$ cat src/rtl/config_loader.sv
// config_loader: byte-stream configuration loader for one logic tile and its
// 4x4 switch box. Frames start with header 0xA5 and carry seven payload bytes
// P0..P6. Payload is staged in a shadow register and copied to the outputs
// only when the frame commits.
//
// Build option: define CFG_CHECKSUM_EN to add a trailing checksum byte, which
// must equal the XOR of P0..P6. Without it, every complete frame commits and
// cfg_err stays low.
//
// state  | meaning
// IDLE   | hunting for the 0xA5 header; other bytes are dropped
// LOAD   | collecting payload bytes P0..P6 into the shadow register
// CHECK  | waiting for the checksum byte (CFG_CHECKSUM_EN builds only)
// COMMIT | one cycle, not ready; copies shadow to outputs or flags an error

module config_loader (
  input  logic        clock,
  input  logic        reset_n,
  input  logic        cfg_valid,
  input  logic [7:0]  cfg_data,
  output logic        cfg_ready,
  input  logic        cfg_abort,
  output logic [32:0] tile_mem,
  output logic [15:0] sb_configure,
  output logic        cfg_done,
  output logic        cfg_err,
  output logic        cfg_loaded
);

  typedef enum logic [1:0] {
    IDLE   = 2'd0,
    LOAD   = 2'd1,
`ifdef CFG_CHECKSUM_EN
    CHECK  = 2'd2,
`endif
    COMMIT = 2'd3
  } state_t;

  state_t      state_q, state_d;
  logic [2:0]  cnt_q, cnt_d;
  logic [55:0] shadow_q, shadow_d;
  logic [32:0] tile_q, tile_d;
  logic [15:0] sb_q, sb_d;
  logic        done_q, done_d;
  logic        loaded_q, loaded_d;
  logic        accept;
`ifdef CFG_CHECKSUM_EN
  logic        err_q, err_d;
  logic        match_q, match_d;
  logic [7:0]  csum;
`endif

  // A byte moves only when both sides agree; COMMIT is the only stall state.
  assign cfg_ready = (state_q != COMMIT);
  assign accept    = cfg_valid & cfg_ready;

`ifdef CFG_CHECKSUM_EN
  // Running checksum over every bit of the staged payload, P4[7:1] included.
  always_comb begin
    csum = 8'h00;
    for (int i = 0; i < 7; i++) begin
      csum = csum ^ shadow_q[i*8 +: 8];
    end
  end
`endif

  // Next-state and next-output logic; abort is ignored only in COMMIT.
  always_comb begin
    state_d  = state_q;
    cnt_d    = cnt_q;
    shadow_d = shadow_q;
    tile_d   = tile_q;
    sb_d     = sb_q;
    done_d   = 1'b0;
    loaded_d = loaded_q;
`ifdef CFG_CHECKSUM_EN
    err_d    = 1'b0;
    match_d  = match_q;
`endif
    case (state_q)
      IDLE: begin
        cnt_d = 3'd0;
        if (!cfg_abort && accept && (cfg_data == 8'hA5)) begin
          state_d = LOAD;
        end
      end
      LOAD: begin
        if (cfg_abort) begin
          state_d = IDLE;
          cnt_d   = 3'd0;
        end else if (accept) begin
          // A repeated 0xA5 here is ordinary payload, never a resync.
          shadow_d[{cnt_q, 3'b000} +: 8] = cfg_data;
          if (cnt_q == 3'd6) begin
            cnt_d   = 3'd0;
`ifdef CFG_CHECKSUM_EN
            state_d = CHECK;
`else
            state_d = COMMIT;
`endif
          end else begin
            cnt_d = cnt_q + 3'd1;
          end
        end
      end
`ifdef CFG_CHECKSUM_EN
      CHECK: begin
        if (cfg_abort) begin
          state_d = IDLE;
          cnt_d   = 3'd0;
        end else if (accept) begin
          match_d = (cfg_data == csum);
          state_d = COMMIT;
        end
      end
`endif
      COMMIT: begin
        state_d = IDLE;
        cnt_d   = 3'd0;
`ifdef CFG_CHECKSUM_EN
        if (match_q) begin
`endif
          tile_d   = {shadow_q[32], shadow_q[31:0]};
          sb_d     = shadow_q[55:40];
          done_d   = 1'b1;
          loaded_d = 1'b1;
`ifdef CFG_CHECKSUM_EN
        end else begin
          err_d = 1'b1;
        end
`endif
      end
      default: begin
        state_d = IDLE;
        cnt_d   = 3'd0;
      end
    endcase
  end

  // All state and registered outputs; reset clears everything at once.
  always_ff @(posedge clock or negedge reset_n) begin
    if (!reset_n) begin
      state_q  <= IDLE;
      cnt_q    <= 3'd0;
      shadow_q <= 56'd0;
      tile_q   <= 33'd0;
      sb_q     <= 16'd0;
      done_q   <= 1'b0;
      loaded_q <= 1'b0;
`ifdef CFG_CHECKSUM_EN
      err_q    <= 1'b0;
      match_q  <= 1'b0;
`endif
    end else begin
      state_q  <= state_d;
      cnt_q    <= cnt_d;
      shadow_q <= shadow_d;
      tile_q   <= tile_d;
      sb_q     <= sb_d;
      done_q   <= done_d;
      loaded_q <= loaded_d;
`ifdef CFG_CHECKSUM_EN
      err_q    <= err_d;
      match_q  <= match_d;
`endif
    end
  end

  assign tile_mem     = tile_q;
  assign sb_configure = sb_q;
  assign cfg_done     = done_q;
  assign cfg_loaded   = loaded_q;
`ifdef CFG_CHECKSUM_EN
  assign cfg_err      = err_q;
`else
  assign cfg_err      = 1'b0;
`endif

endmodule

$ cat config.mk
export PLATFORM = sky130hd
export DESIGN_NAME = config_loader
export DESIGN_NICKNAME = d
export VERILOG_FILES = /design/src/rtl/config_loader.sv
export SDC_FILE = /design/constraint.sdc
export NUM_CORES = 1
export LEC_CHECK = 0
export ABC_AREA = 1
export CAP_MARGIN = 10
export CORE_MARGIN = 5
export CORE_UTILIZATION = 49
export DETAILED_ROUTE_END_ITERATION = 10
export GPL_TIMING_DRIVEN = 0
export PLACE_DENSITY_LB_ADDON = 0.1
export SLEW_MARGIN = 20
export SYNTH_ARGS = -nofsm -noshare
export SYNTH_HDL_FRONTEND = slang
export SYNTH_SLANG_ARGS = --single-unit
$ cat constraint.sdc
create_clock -name clock -period 1.95 [get_ports clock]
set_input_delay 0.2925 -clock clock [delete_from_list [all_inputs] [get_ports clock]]
set_output_delay 0.2925 -clock clock [all_outputs]
set_load 0.02 [all_outputs]
==> run_results.csv <==
group,metric,value,unit
clocking,cts_sinks,105,
detailed_routing,vias,3756,
timing,fin_hold_ws,0.417,ns
worst_hold_path,hp-class,"input pin to async pin",
placed_design,numPlacedInstances,732,
placed_design,place_area,0.00546,mm2
grt,grt-ovfl-total,0,
logic_synthesis,yosysSeqAreaShare,56.6,%
clocking,cts-root-buf,"clkbuf_8",
setup_path,critical-path-top-delay-family,"simple AND/OR/NAND/NOR gates",
floorplanning,coreArea,0.00924,mm2
logic_synthesis,syn_avg_cell_area,8.61,um2
logic_synthesis,synth_cells,539,
run,cap_violations,0,
setup_path,crit_top_cell,"nand2_1",
clocking,cts_made_buffers,9,
floorplanning,boundaryPins,65,
timing,max_freq,538,MHz
cells_and_area,area_growth,25.3,%
detailed_routing,drt_wl_total,10500,um
detailed_routing,initialDrtViolationCount,199,
status,status,"finished, final reports clean",
timing,finalCriticalPeriod,1.86,ns
logic_synthesis,synth_nets,558,
cells_and_area,seq_area,0.00263,mm2
placed_design,io_buffers,63,
logic_synthesis,synth_edf_count,0,
setup_path,path_cells,"buf_6 -> inv_6 -> ha_4 -> buf_2 -> nand2_1 -> nor3_1 -> nand3_1 -> nand2_1",
pwr,ir_drop,452,uV
setup_path,cp_num_buf_inv,3,
placed_design,hpwl,7900,um
floorplanning,die_w,107,um
floorplanning,die_area,0.0115,mm2
placed_design,gp_congestion,0.961,
floorplanning,chipHeight,107,um
cells_and_area,layout_commonest_cell,"nand2_1",
timing,fin_crit_sh,95.3,%
cells_and_area,nFillCells,819,
logic_synthesis,synth_flop_cell,"dfrtp_1",
pwr,power.leakage,0.00302,uW
floorplanning,initial_utilization,50.2,%
logic_synthesis,async_flop_share,100,%
logic_synthesis,synth-seq-cells,105,
setup_path,crit_type,"register to register",
detailed_routing,route.detailed.drc,0,
floorplanning,num_rows,35,
detailed_routing,via_per_inst,4.96,
clocking,insertion_delay,0.37,ns
cells_and_area,n_antenna_cell,0,
clocking,cts_tree,"built",
grt,grt_pass1_wl,17700,um
setup_path,crit_fanout,10,
grt,grt_pass1_vias,3695,
cells_and_area,fin_area,0.00581,mm2
timing,final_max_slew_viol_count,0,
cells_and_area,multi_input_area,0.00182,mm2
clocking,clkTransAtPathRegs,0.11,ns
logic_synthesis,synth.cell_area,0.00464,mm2
cells_and_area,fin_nets,642,
clocking,cts.path.max_buffers,2,
cells_and_area,final_cell_mix,"nand2_1, dfrtp_1, clkdlybuf4s50_1, nand3_1, nor2_1",
setup_path,startpoint_type,"register",
timing,timing_hold_violations_final,0,
timing,finalSetupViolCount,0,
setup_path,crit_arrival,2.16,ns
setup_path,critPathCaptureType,"register",
setup_path,cp_slowest_cell,"dfrtp_1",
timing,fin_skew,0.0100,ns
setup_path,worst_ep_required_time,2.26,ns
grt,track_usage,19.4,%
logic_synthesis,ys_types,29,
detailed_routing,wl_per_cell,13.8,um
clocking,htreeDepth,3,
logic_synthesis,synth-warning-count,0,
cells_and_area,final_cells,757,
detailed_routing,drt_first_pass_iters,4,
setup_path,critPathMaxStageDelay,0.38,ns
grt,antenna_found_initial,0,
pwr,power-per-cell-area,664,mW/mm2
cells_and_area,drive_gt1_share,13.9,%
detailed_routing,postRouteAntennaNets,0,
grt,grt_max_degree,60,
[flip-flops by register name, summed over array words and instances (netlist names)]
signal and cells:
cfg_loaded 1, sb_configure 16, cnt_q 3, tile_mem 33, state_q 2, shadow_q 49
cfg_done 1
[worst paths after layout]
kind                               from      endpoint  slack (ns)  cells after the start
hold / removal                  reset_n  tile_mem[12]        0.42                      2
setup reg to reg               cnt_q[0]  shadow_q[17]        0.09                      8
max in group asynchronous       reset_n  shadow_q[26]        0.91                      3
hold reg to reg            shadow_q[22]  tile_mem[22]        0.48                      2
min in group clock         shadow_q[22]  tile_mem[22]        0.48                      2
setup / recovery               cnt_q[0]  shadow_q[17]        0.09                      8
[metal layers]
layer / wire [um] / GRT usage, % / vias up
met5: 0 / 0 / -
met3: 438 / 3.66 / 15
met1: 4770 / 26.5 / 1792
met4: 216 / 6.48 / 0
li1: - / - / 1860
met2: 5040 / 31.1 / 89
[cell type report]
cell class	instances	share of cell area [%]
clock buffer	9	2.13
buffer	22	2.65
multi-input combinational	387	31.3
inverter	24	1.68
timing repair buffer	74	12.7
clock inverter	7	1.55
sequential	105	45.2
tap	129	2.78
[Yosys cell counts, types with 3 or more instances]
master | number | area, um2
buf_2 | 11 | 55.1
buf_6 | 5 | 56.3
clkbuf_1 | 4 | 15.0
dfrtp_1 | 105 | 2630
ha_1 | 7 | 87.6
inv_1 | 16 | 60.1
inv_2 | 7 | 26.3
nand2_1 | 249 | 935
nand2_2 | 11 | 68.8
nand3_1 | 46 | 230
nand4_1 | 10 | 62.6
nor2_1 | 23 | 86.3
nor2_4 | 6 | 67.6
nor3_1 | 11 | 55.1
o21ai_0 | 8 | 40.0
o21ai_1 | 3 | 15.0
[timing repair]
action | 4_1_cts | 5_1_grt
buffers inserted | 6 | 3
hold endpoints to repair | 46 | 0
pin swaps | 3 | 3
gates resized for setup | 7 | 10
hold buffers | 1 | 0
setup endpoints to repair | 49 | 48
[power by group]
group | switching [uW] | total [uW] | leakage (uW) | internal, uW
clock | 795 | 1420 | 0.000101 | 620
combinational | 132 | 206 | 0.00148 | 74.1
sequential | 23.3 | 2240 | 0.00144 | 2210
[through the flow]
stage / TNS (ns) / setup WS [ns] / util, % / total power, uW
6_report: 0 / 0.0919 / 62.9 / 3860
2_1_floorplan: 0 / 0.0121 / - / 2360
4_1_cts: 0 / 0.00348 / 62.2 / 3910
3_3_place_gp: -340.84 / -3.21 / 58.8 / 2460
3_5_place_dp: -5.89 / -0.241 / 59.1 / 2470
5_1_grt: -0.0933 / -0.0195 / 62.9 / 4040
[kinds of logic after synthesis]
| group | share of synthesized area [%] |
|---|---|
| simple gates | 34.4 |
| flops | 56.6 |
| buf+inv | 5.12 |
| compound gates | 1.83 |
| fa+ha+maj | 1.89 |
| other cells | 0.0808 |
Note: power is estimated with default switching activity, not from simulation.
